$ cat config.mk
export PLATFORM = sky130hd
export DESIGN_NAME = dense_stream_mac
export DESIGN_NICKNAME = d
export VERILOG_FILES = /design/src/rtl/dense_stream_mac.sv
export SDC_FILE = /design/constraint.sdc
export NUM_CORES = 1
export LEC_CHECK = 0
export BUFFER_PORTS_ARGS = -buffer_cell sky130_fd_sc_hd__clkbuf_2
export CORE_AREA = 2 2 69 71
export CTS_CLUSTER_DIAMETER = 120
export CTS_CLUSTER_SIZE = 24
export DETAILED_ROUTE_END_ITERATION = 12
export DIE_AREA = 0 0 71 73
export PLACE_DENSITY = 0.78
export SETUP_SLACK_MARGIN = 0.02
export SYNTH_ARGS = -nofsm -noshare
export SYNTH_HDL_FRONTEND = slang
export SYNTH_SLANG_ARGS = --single-unit
$ cat constraint.sdc
create_clock -name clk -period 1.6 [get_ports clk]
set_clock_uncertainty 0.05 [all_clocks]
set_input_delay 0.24 -clock clk [delete_from_list [all_inputs] [get_ports clk]]
set_output_delay 0.24 -clock clk [all_outputs]
set_load 0.01 [all_outputs]
$ cat src/rtl/dense_stream_mac.sv
// dense_stream_mac: one fully-connected layer, y[j] = sat(round(sum_i x[i]*W[i][j] + b[j])).
// Input elements stream in serially; N_OUT MAC lanes each take one product per element.
// Coefficients (weights, then biases) are loaded at runtime through the coef_* port.
// Build option: define DENSE_STREAM_MAC_RELU_EN to clamp negative results to 0 in the
// output register (fused ReLU). The default build emits the signed saturated value.
//
// Handshakes: a transfer happens on a rising clk edge where valid & ready are both 1.
// valid never depends on ready; once out_valid is high, out_data is held until the transfer.
// in_ready is low while coef_we is high, so a coefficient write always beats an element.
module dense_stream_mac #(
    parameter  int N_IN  = 32,
    parameter  int N_OUT = 5,
    parameter  int WIDTH = 23,
    parameter  int NFRAC = 11,
    localparam int ACC_W = 2*WIDTH + $clog2(N_IN) + 1,
    localparam int AW    = $clog2(N_IN*N_OUT + N_OUT)
) (
    input  logic                     clk,
    input  logic                     rst_n,
    input  logic                     coef_we,
    input  logic [AW-1:0]            coef_addr,
    input  logic [WIDTH-1:0]         coef_data,
    output logic                     coef_err,
    input  logic                     in_valid,
    output logic                     in_ready,
    input  logic [WIDTH-1:0]         in_data,
    output logic                     out_valid,
    input  logic                     out_ready,
    output logic [N_OUT*WIDTH-1:0]   out_data
);

    localparam int NW    = N_IN * N_OUT;          // first bias address
    localparam int NCOEF = N_IN * N_OUT + N_OUT;  // total coefficient words
    localparam int CW    = (N_IN > 1) ? $clog2(N_IN) : 1;
    localparam int PW    = 2 * WIDTH;
    localparam int SW    = ACC_W + 2;             // room for bias and rounding constant

    localparam logic signed [SW-1:0] YMAX = SW'((longint'(1) <<< (WIDTH-1)) - 1);
    localparam logic signed [SW-1:0] YMIN = ~YMAX;
    localparam logic [SW-1:0]        HALF = SW'(1) << (NFRAC-1);

    typedef enum logic [1:0] {
        S_ACC   = 2'd0,
        S_DRAIN = 2'd1,
        S_OUT   = 2'd2
    } state_t;

    // state is kept as a plain named signal so checkers can bind to it
    state_t                   state, state_nx;
    logic                     drain_ph;   // 0: fold last products, 1: round into out_data
    logic                     rdy_en;     // holds in_ready low until the first cycle after reset
    logic [CW-1:0]            cnt;
    logic signed [WIDTH-1:0]  coef [NCOEF];
    logic signed [WIDTH-1:0]  wsel [N_OUT];
    logic signed [PW-1:0]     prod [N_OUT];
    logic                     prod_vld;
    logic signed [ACC_W-1:0]  acc  [N_OUT];
    logic signed [WIDTH-1:0]  ysat [N_OUT];
    logic signed [WIDTH-1:0]  bias_w;
    logic signed [SW-1:0]     s_w;
    logic signed [SW-1:0]     y_w;

    logic fire, out_hs, last_elem, coef_ok, load_out;

    assign fire      = in_valid & in_ready;
    assign out_hs    = out_valid & out_ready;
    assign last_elem = (cnt == CW'(N_IN - 1));
    assign coef_ok   = coef_we && (state == S_ACC) && (cnt == '0) && (int'(coef_addr) < NCOEF);
    assign load_out  = (state == S_DRAIN) && drain_ph;

    // state register, including the two-cycle drain phase bit
    always_ff @(posedge clk or negedge rst_n) begin
        if (!rst_n) begin
            state    <= S_ACC;
            drain_ph <= 1'b0;
        end else begin
            state    <= state_nx;
            drain_ph <= (state == S_DRAIN) ? ~drain_ph : 1'b0;
        end
    end

    // next-state logic
    always_comb begin
        state_nx = state;
        case (state)
            S_ACC:   if (fire && last_elem) state_nx = S_DRAIN;
            S_DRAIN: if (drain_ph)          state_nx = S_OUT;
            S_OUT:   if (out_hs)            state_nx = S_ACC;
            default:                        state_nx = S_ACC;
        endcase
    end

    // FSM outputs: accept elements only while accumulating and no write is pending
    always_comb begin
        in_ready = rdy_en && (state == S_ACC) && !coef_we;
    end

    // coefficient store and sticky error flag for rejected writes
    always_ff @(posedge clk or negedge rst_n) begin
        if (!rst_n) begin
            for (int k = 0; k < NCOEF; k++) coef[k] <= '0;
            coef_err <= 1'b0;
        end else begin
            if (coef_ok) coef[coef_addr] <= coef_data;
            if (coef_we && !coef_ok) coef_err <= 1'b1;
        end
    end

    // weight row for the element currently presented
    always_comb begin
        for (int j = 0; j < N_OUT; j++) begin
            wsel[j] = coef[AW'(int'(cnt) * N_OUT + j)];
        end
    end

    // element counter, product registers and full-precision accumulators
    always_ff @(posedge clk or negedge rst_n) begin
        if (!rst_n) begin
            rdy_en   <= 1'b0;
            cnt      <= '0;
            prod_vld <= 1'b0;
            for (int j = 0; j < N_OUT; j++) begin
                prod[j] <= '0;
                acc[j]  <= '0;
            end
        end else begin
            rdy_en   <= 1'b1;
            prod_vld <= fire;
            if (fire) cnt <= last_elem ? '0 : cnt + CW'(1);
            for (int j = 0; j < N_OUT; j++) begin
                if (fire) prod[j] <= PW'($signed(in_data)) * PW'(wsel[j]);
                if (out_hs)        acc[j] <= '0;
                else if (prod_vld) acc[j] <= acc[j] + ACC_W'(prod[j]);
            end
        end
    end

    // bias add, round half toward +inf, saturate (and optional ReLU) per lane
    always_comb begin
        bias_w = '0;
        s_w    = '0;
        y_w    = '0;
        for (int j = 0; j < N_OUT; j++) begin
            bias_w = coef[AW'(NW + j)];
            s_w = {{(SW-ACC_W){acc[j][ACC_W-1]}}, acc[j]}
                + ({{(SW-WIDTH){bias_w[WIDTH-1]}}, bias_w} <<< NFRAC)
                + HALF;
            y_w = s_w >>> NFRAC;
            if (y_w > YMAX)      ysat[j] = WIDTH'(YMAX);
            else if (y_w < YMIN) ysat[j] = WIDTH'(YMIN);
            else                 ysat[j] = WIDTH'(y_w);
`ifdef DENSE_STREAM_MAC_RELU_EN
            if (ysat[j][WIDTH-1]) ysat[j] = '0;
`endif
        end
    end

    // result register: loaded on the second drain cycle, held until taken
    always_ff @(posedge clk or negedge rst_n) begin
        if (!rst_n) begin
            out_valid <= 1'b0;
            out_data  <= '0;
        end else if (load_out) begin
            out_valid <= 1'b1;
            for (int j = 0; j < N_OUT; j++) out_data[j*WIDTH +: WIDTH] <= ysat[j];
        end else if (out_hs) begin
            out_valid <= 1'b0;
        end
    end

endmodule

======== Word-level counts from Yosys, hierarchy flattened ========
Index checks and enable logic that the tools add are counted.
operators by class
  add/sub/neg operators ................... 1
  magnitude comparators ................... 1
  equal/unequal tests ..................... 6
  muxes and demuxes ....................... 8
  bitwise gates (word level) .............. 3
  reductions and logical operators ........ 14
operator list
  cell                   count
  $logic_and A1 B1 Y1    8
  $lt A8 B8 Y1 const B   1
  $mux W2                3
  $ne A2 B2 Y1 const B   3
  $pmux W2 S3            1
  $add A5 B1 Y5 const B  1
  $eq A5 B5 Y1 const B   1
  $logic_not A5 Y1       1
  $mux W5                1
  $mux W1                3
  $reduce_and A3 Y1      1
  $and A1 B1 Y1          2
  $eq A2 B1 Y1 const B   1
  $eq A2 B2 Y1 const B   1
  $logic_not A1 Y1       2
  $logic_not A2 Y1       1
  $reduce_bool A2 Y1     1
  $not A1 Y1             1
storage, ports and cells
  register bits after elaboration ......... 11
  bits of input ports ..................... 59
  output and inout port bits .............. 118
  logic and storage cells ................. 39

======== Depth between registers and ports, before layout ========
Gate-level depths: netlist (run 1).
  depth after elaboration ................. 7
  depth in mapped cells ................... 5
  gate-level depth less buffers ........... 5

======== Worst setup path after synthesis (run 1) ========
OpenSTA, ideal clock, no wires.
  path type ............................... reg-to-reg
  start point ............................. reg state[0]
  end point ............................... reg cnt[4]
  library setup time ...................... 0.125 ns
  data arrival time ....................... 1.360 ns
  data required time ...................... 1.425 ns
  path slack .............................. 0.065 ns
  stages on the path, launching flop included .. 4
  path through ............................ dfrtp_1 nor4b_4 and2_4 mux2_4
between the ends
  cells in the longest elaborated chain, start to end .. 4
RTL lines
  item                               line  source
  from (decl)                        49    state_t state, state_nx;
  from (signal assigned)             77    state <= state_nx;
  $logic_not A2 Y1                   95    in_ready = rdy_en && (state == S_ACC) && !coef_we;
  $logic_and A1 B1 Y1 (2 in series)  95
  via in_ready                       25    output logic in_ready,
  $and A1 B1 Y1                      65    assign fire = in_valid & in_ready;
  to (signal assigned)               129   if (fire) cnt <= last_elem ? '0 : cnt + CW'(1);
  to (decl)                          52    logic [CW-1:0] cnt;
The timed path passes the listed nets, and every way through them passes these cells.
A chain may end at the register's enable or synchronous reset.

======== Worst setup path in the final report (run 1) ========
  start point ............................. reg state[1]
  end point ............................... out in_ready
between the ends
  cells in the longest elaborated chain, start to end .. 3
RTL lines
  item                               line
  $logic_not A2 Y1                   95
  $logic_and A1 B1 Y1 (2 in series)  95
  to (decl)                          25
Every way passes these cells.

==> results.json, run 1 <==
{
  "antenna_left": 0,
  "power.density_nw_per_um2": 775,
  "clkSinkCount": 11,
  "coreArea_um2": 4540,
  "worst_slack_ns": 0.0665,
  "grt_pass1_vias": 436,
  "irDropWorstVdd_mv": 0.255,
  "cp_max_fo": 2,
  "layout_commonest_cell": "conb_1",
  "grt_use_total_pct": 5.77,
  "grt_overflow_total": 0,
  "synthDistinctLibCells": 24,
  "synth.area.top_cells": "buf_4 (61%), dfrtp_1 (19%), ha_1 (2.7%)",
  "hold_viol": 0,
  "dr.first_iter.drc_count": 84,
  "fp.dieW_um": 71,
  "ios": 177,
  "yosysSeqAreaShare_pct": 19.5,
  "layout_min_cycle_time_ns": 1.53,
  "grt_max_degree": 12,
  "cts_tree": "yes",
  "hold_slack_ns": 0.163,
  "cts-root-buf": "clkbuf_8",
  "hpwl_um": 1450,
  "num_antenna_cells": 0,
  "outcome": "finished, final reports clean",
  "grt_pass1_wl_um": 2080,
  "synth_cells": 164,
  "drive_gt1_share_pct": 15.6,
  "syn_area_um2": 1410,
  "leakagePower_nw": 0.727,
  "port_buffers": 15,
  "drt-total-wl_um": 1670,
  "rsz0062_at_grt": "yes",
  "wl_met3_um": 328,
  "detail_route.vias_per_cell": 3.07,
  "yosysTopAreaCellShare_pct": 61.1,
  "drc_errors": 0,
  "end_kind": "output port",
  "clk-insertion-delay-late_ns": 0.24,
  "die_h_um": 73,
  "yosysWarnings": 0,
  "syn_avg_cell_area_um2": 8.61,
  "met1_length_um": 537,
  "fp-row-count": 25,
  "period_share_pct": 95.8,
  "grt_antenna_before_repair": 0,
  "worstPathArrival_ns": 1.24,
  "dieArea_um2": 5180,
  "final_nets": 249,
  "initial_core_util_pct": 31.1,
  "synth_top_cell_by_area": "buf_4",
  "drt_pass1_iterations": 3,
  "cp.required_ns": 1.31,
  "htree_num_levels": 1,
  "dr_wl_met2_um": 786,
  "max_freq_ghz": 0.652,
  "final_cell_mix": "conb_1 (116), clkbuf_2 (14), dfrtp_1 (10)",
  "fin_tns_setup_ns": 0,
  "finalSetupViolCount": 0,
  "pre_cts_ws_ns": 0.0650,
  "cts_max_path_buffers": 2,
  "clk_pin_slew_ns": 0.05,
  "vias": 736,
  "top_layer_used": "met4",
  "crit_type": "reg -> out",
  "wl_per_cell_um": 6.96,
  "gp_congestion": 0.709,
  "hold_path_class": "in -> reg",
  "slew_violations": 0,
  "area_growth_pct": -13.9,
  "maxCapViolations": 0,
  "startpoint_type": "register",
  "synth_seq_cells": 11,
  "cts_made_buffers": 3
}
per-layer routing:
metal / vias up / GRT usage [%]
li1: 333 / -
met5: - / 0
met3: 4 / 4.14
met4: 0 / 2.52
met2: 77 / 9.14
met1: 322 / 5.81
flip-flops by register name (all words and copies together) (netlist names):
register	cells
state	2
coef_err	1
drain_ph	1
rdy_en	1
cnt	5
out_valid	1
worst max-delay path: stages, from the launching register on:
cell     delay [ns]
dfrtp_2        0.42
nor4b_4        0.31
buf_4          0.17
buf_6          0.10
cell families (layout without fill, tap and decap cells):
| logic type | after synthesis | after routing | share of synthesized area [%] |
|---|---|---|---|
| buffers and inverters | 118 | 26 | 61.9 |
| and+or+nand+nor | 16 | 16 | 7.97 |
| AOI/OAI and AO/OA | 12 | 12 | 5.67 |
| DFF | 11 | 11 | 19.5 |
| adders and majority gates | 3 | 3 | 2.66 |
| other | 2 | 116 | 0.532 |
| muxes | 2 | 2 | 1.77 |
synthesized netlist by cell type, drive strengths merged:
master / n
and3: 2
o2bb2ai: 2
o211ai: 2
nand3b: 2
nor2: 1
conb: 2
and2: 1
nor3b: 1
nand3: 2
buf: 115
mux2i: 1
o21ai: 5
a21oi: 1
o22a: 1
ha: 3
nor4b: 1
nor3: 1
dfrtp: 11
mux2: 1
nand2b: 2
a21o: 1
nand2: 2
nor4: 1
inv: 3
where the power goes:
group          total (mW)  internal [mW]  switching (mW)
Clock               0.281          0.175           0.106
Sequential          0.373          0.327          0.0455
Combinational       0.289         0.0969           0.192
Total               0.942          0.599           0.343
per-stage QoR:
| stage | total power [mW] | std cells | util (%) | area [µm²] |
|---|---|---|---|---|
| 4_1_cts | 0.930 | 240 | 26.4 | 1200 |
| 3_5_place_dp | 0.640 | 233 | 24.9 | 1130 |
| 5_1_grt | 1.01 | 240 | 26.8 | 1220 |
| 6_report | 0.942 | 240 | 26.8 | 1220 |
| 2_1_floorplan | 0.793 | 278 | - | 1840 |
| 3_3_place_gp | 0.635 | 233 | 24.9 | 1130 |
final timing paths:
check,cells after the start,end,slack [ns],start
min in group asynchronous,2,out_valid,0.37,rst_n
max in group asynchronous,2,state[1],0.90,rst_n
min,2,out_valid,0.16,out_ready
min reg2reg,1,drain_ph,0.39,drain_ph
max reg2reg,5,cnt[0],0.11,cnt[0]
max,3,in_ready,0.07,state[1]
area by class of cell:
| class | count | area, µm² |
|---|---|---|
| repair buffers | 19 | 114 |
| well taps | 54 | 67.6 |
| multi-input cells | 149 | 702 |
| fillers | 489 | 3320 |
| clock buffers | 4 | 45.0 |
| inverters | 3 | 11.3 |
| flip-flops and latches | 11 | 277 |
timing repair:
item,in CTS,in global routing
setup endpoints to repair,1,4
buffers inserted,2,0
gates resized for setup,1,6
pin swaps,1,1
endpoints found under the hold margin,11,0
hold buffers,1,0
Note: power is estimated with default switching activity, not from simulation.
==> run 2, diff against run 1 <==
--- a/config.mk
+++ b/config.mk
@@ -5,13 +5,14 @@
 export SDC_FILE = /design/constraint.sdc
 export NUM_CORES = 1
 export LEC_CHECK = 0
-export BUFFER_PORTS_ARGS = -buffer_cell sky130_fd_sc_hd__clkbuf_2
 export CORE_AREA = 2 2 69 71
 export CTS_CLUSTER_DIAMETER = 120
 export CTS_CLUSTER_SIZE = 24
 export DETAILED_ROUTE_END_ITERATION = 12
 export DIE_AREA = 0 0 71 73
-export PLACE_DENSITY = 0.78
+export DONT_BUFFER_PORTS = 1
+export HOLD_SLACK_MARGIN = 0.12
+export PLACE_DENSITY = 0.44
 export SETUP_SLACK_MARGIN = 0.02
 export SYNTH_ARGS = -nofsm -noshare
 export SYNTH_HDL_FRONTEND = slang
==> results.json, run 2 (synthesis results as in run 1) <==
{
  "outcome": "finished, final reports clean",
  "crit_type": "reg -> reg",
  "drt-total-wl_um": 1570,
  "period_share_pct": 93.9,
  "finalSetupViolCount": 0,
  "max_flop_register": "cnt",
  "die_h_um": 73,
  "power.density_nw_per_um2": 818,
  "clkSinkCount": 11,
  "cp_max_fo": 4,
  "hold_path_class": "in -> reg",
  "final_cell_mix": "conb_1 (116), dfrtp_1 (11), o21ai_0 (5)",
  "coreArea_um2": 4540,
  "cts_max_path_buffers": 2,
  "cts-root-buf": "clkbuf_8",
  "end_kind": "register",
  "layout_min_cycle_time_ns": 1.50,
  "cts_made_buffers": 3,
  "reg_top3": "cnt x5, state x2",
  "hpwl_um": 1340,
  "dr.first_iter.drc_count": 10,
  "drc_errors": 0,
  "grt_use_total_pct": 5.16,
  "grt_pass1_wl_um": 2000,
  "hold_viol": 0,
  "rsz0062_at_grt": "no",
  "drive_gt1_share_pct": 6.98,
  "grt_max_degree": 12,
  "startpoint_type": "register",
  "vias": 687,
  "fp.dieW_um": 71,
  "clk-insertion-delay-late_ns": 0.24,
  "largest_reg_flops": 5,
  "worst_slack_ns": 0.0983,
  "cp.required_ns": 1.72,
  "fin_tns_setup_ns": 0,
  "maxCapViolations": 0,
  "postCtsSetupBuffers": 0,
  "drt_pass1_iterations": 2,
  "cts_tree": "yes",
  "max_freq_ghz": 0.666,
  "pre_cts_ws_ns": 0.0823,
  "initial_core_util_pct": 31.1,
  "grt_overflow_total": 0,
  "area_growth_pct": -18.2,
  "grt_pass1_vias": 412,
  "num_antenna_cells": 0,
  "layout_commonest_cell": "conb_1",
  "antenna_left": 0,
  "dieArea_um2": 5180,
  "final_nets": 235,
  "gp_congestion": 0.688,
  "htree_num_levels": 1,
  "detail_route.vias_per_cell": 3.04,
  "leakagePower_nw": 0.667,
  "fp-row-count": 25,
  "final_util_pct": 25.5,
  "slew_violations": 0,
  "port_buffers": 0,
  "total_power_mw": 0.945,
  "irDropWorstVdd_mv": 0.422,
  "clk_pin_slew_ns": 0.05,
  "ios": 177,
  "grt_antenna_before_repair": 0,
  "worstPathArrival_ns": 1.62,
  "wl_per_cell_um": 6.93
}
run 2: repair_timing:
| item | CTS | global route |
|---|---|---|
| resized for setup | 0 | 4 |
| endpoints found under the setup margin | 0 | 3 |
| hold buffers | 4 | 0 |
| endpoints found under the hold margin | 14 | 0 |
run 2: cell type report:
class,instances,area [µm²]
fill,486,3380
clock buffer,4,45.0
timing repair buffer,5,47.5
tap,54,67.6
multi-input combinational,149,708
sequential,11,275
inverter,3,11.3
run 2: per-stage QoR:
stage	cell area (µm²)	instances	hold WS, ns
floorplan	1840	278	-0.106
global placement	1050	218	-0.105
detailed placement	1050	218	-0.105
CTS	1140	226	0.153
global route	1150	226	0.176
finish	1150	226	0.156
run 2: final timing paths:
check / cells past startpoint / to / slack (ns) / start
setup / recovery: 5 / cnt[0] / 0.1 / cnt[0]
hold / removal: 3 / state[1] / 0.16 / out_ready
setup reg to reg: 5 / cnt[0] / 0.1 / cnt[0]
hold reg to reg: 1 / drain_ph / 0.39 / drain_ph
max in group asynchronous: 1 / coef_err / 0.83 / rst_n
min in group asynchronous: 1 / cnt[1] / 0.35 / rst_n
run 2: per-layer routing:
metal  GRT usage (%)  routed length, µm
met3            3.31                279
met5               0                  0
met1            6.14                571
met4            1.89                  0
met2            7.48                716
run 2: critical path, cell delays in order, from the launching register on:
cell	delay (ns)
dfrtp_1	0.39
ha_2	0.21
and3_1	0.18
ha_2	0.19
nand3b_1	0.23
mux2i_1	0.16
run 2: where the power goes:
part	leakage, nW	total [mW]	switching (mW)	internal, mW
clock	0.0228	0.289	0.113	0.176
combinational	0.506	0.279	0.186	0.0928
sequential	0.139	0.378	0.0513	0.326
==> run 3, diff against run 2 <==
==> constraint.sdc (replaced) <==
create_clock -name clk -period 1.6 [get_ports clk]
set_clock_uncertainty 0.05 [all_clocks]
set_input_delay 0.24 -clock clk [delete_from_list [all_inputs] [get_ports clk]]
set_output_delay 0.24 -clock clk [all_outputs]
set_load 0.05 [all_outputs]
==> results.json, run 3 (synthesis results as in run 1) <==
{
  "grt_use_total_pct": 5.30,
  "die_h_um": 73,
  "reg2reg_depth": 5,
  "slew_violations": 0,
  "crit_type": "reg -> out",
  "final_nets": 237,
  "leakagePower_nw": 0.677,
  "met1_length_um": 500,
  "fin_cells": 228,
  "finalSetupViolCount": 0,
  "hold_viol": 0,
  "r2r_slack_ns": 0.12,
  "final_cell_mix": "conb_1 (116), dfrtp_1 (11), o21ai_0 (5)",
  "max_flop_register": "cnt",
  "clk_pin_slew_ns": 0.05,
  "fp.dieW_um": 71,
  "cp_top_family": "flip-flops",
  "worst-path-stages": 2,
  "wl_met3_um": 227,
  "path_buf_inv": 1,
  "p_int_mw": 0.593,
  "cts-root-buf": "clkbuf_8",
  "max_slew_margin_pct": 64.3,
  "startpoint_type": "register",
  "fillers": 503,
  "multiInputGateArea_um2": 702,
  "r2r_start": "cnt[0]",
  "port_buffers": 0,
  "slowest_delay_ns": 0.44,
  "drc_errors": 0,
  "clockPowerShare_pct": 19.7,
  "initial_core_util_pct": 31.1,
  "hpwl_um": 1310,
  "clk-insertion-delay-late_ns": 0.23,
  "outcome": "finished, final reports clean",
  "grt_overflow_total": 0,
  "hold_slack_ns": 0.161,
  "dr_wl_met2_um": 819,
  "cts_max_path_buffers": 2,
  "drt-total-wl_um": 1550,
  "ios": 177,
  "irDropWorstVdd_mv": 0.247,
  "top_layer_used": "met3",
  "cts_tree": "yes",
  "grt_max_degree": 12,
  "dieArea_um2": 5180,
  "reg_top3": "cnt x5, state x2",
  "final_util_pct": 25.7,
  "antenna_left": 0,
  "postCtsSetupBuffers": 0,
  "p_seq_share_pct": 26.7,
  "rsz0062_at_grt": "no",
  "clkSinkCount": 11,
  "gp_congestion": 0.673,
  "slowest_stage": "dfrtp_1",
  "placed_area_um2": 1070,
  "largest_reg_flops": 5,
  "hold_path_class": "in -> reg",
  "layout_commonest_cell": "conb_1",
  "tightest_slew_ns": 0.534,
  "crit_chain": "nor4b_4, buf_4",
  "p_comb_share_pct": 53.6,
  "worstPathArrival_ns": 1.22,
  "final_area_um2": 1160,
  "wl_per_cell_um": 6.79,
  "drt_pass1_iterations": 2,
  "detail_route.vias_per_cell": 3.04,
  "p_sw_share_pct": 57.6,
  "drive_gt1_share_pct": 7.47,
  "dr.first_iter.drc_count": 25,
  "period_share_pct": 94.4,
  "min_from": "out_ready",
  "whs_path_depth": 3,
  "power.density_nw_per_um2": 1200,
  "cp.required_ns": 1.31,
  "coreArea_um2": 4540,
  "power_switching_mw": 0.804,
  "grt_pass1_wl_um": 2210,
  "htree_num_levels": 1,
  "maxCapViolations": 0,
  "layout_min_cycle_time_ns": 1.51,
  "end_kind": "output port",
  "cp_max_fo": 5,
  "cts_made_buffers": 3,
  "fin_tns_setup_ns": 0,
  "area_growth_pct": -17.6,
  "fp-row-count": 25,
  "vias": 693,
  "max_freq_ghz": 0.662,
  "seq_area_um2": 275,
  "dpl.cell_count": 220,
  "num_antenna_cells": 0,
  "grt_antenna_before_repair": 0,
  "cp-startpoint": "state[0]",
  "grt_pass1_vias": 494
}
-- run 3: changes by cell type in the layout (fill, tap and decap cells not counted), sizes merged --
cell / delta
buf: +2
-- run 3: worst paths after layout --
| kind | to |
|---|---|
| max in group asynchronous | state[1] |
| hold reg to reg | drain_ph |
| setup / recovery | in_ready |
| min in group asynchronous | cnt[1] |
| hold / removal | state[1] |
| setup reg to reg | cnt[0] |
-- run 3: routing by layer --
| layer | up-vias | GRT usage [%] |
|---|---|---|
| met3 | 0 | 1.38 |
| met5 | - | 0 |
| met2 | 73 | 9.97 |
| li1 | 312 | - |
| met1 | 308 | 5.72 |
| met4 | 0 | 1.89 |
-- run 3: cell type report --
| class | count | share of cell area (%) |
|---|---|---|
| clock buffers | 4 | 3.87 |
| inverters | 3 | 0.968 |
| well taps | 54 | 5.81 |
| flip-flops and latches | 11 | 23.7 |
| multi-input cells | 149 | 60.3 |
| repair buffers | 7 | 5.38 |
-- run 3: per-stage QoR --
stage	setup slack [ns]	power, mW
floorplan	-0.329	1.28
global placement	0.0719	1.10
detailed placement	0.0591	1.09
CTS	0.0552	1.39
global route	0.0205	1.47
finish	0.0892	1.40
-- run 3: worst min-delay path, stage by stage --
cell and delay [ns]:
nand2_1 0.03, nand2_1 0.05, o21ai_0 0.07
-- run 3: power groups by stage --
stage	Sequential [mW]	Combinational [mW]	Clock, mW
floorplan	0.362	0.914	0
global placement	0.375	0.721	0
detailed placement	0.372	0.721	0
CTS	0.370	0.736	0.286
global route	0.383	0.787	0.304
finish	0.373	0.749	0.275
-- run 3: repair_timing --
action / CTS / global route
resized for setup: 0 / 3
hold endpoints to repair: 14 / 0
hold buffers: 4 / 0
setup endpoints to repair: 0 / 3
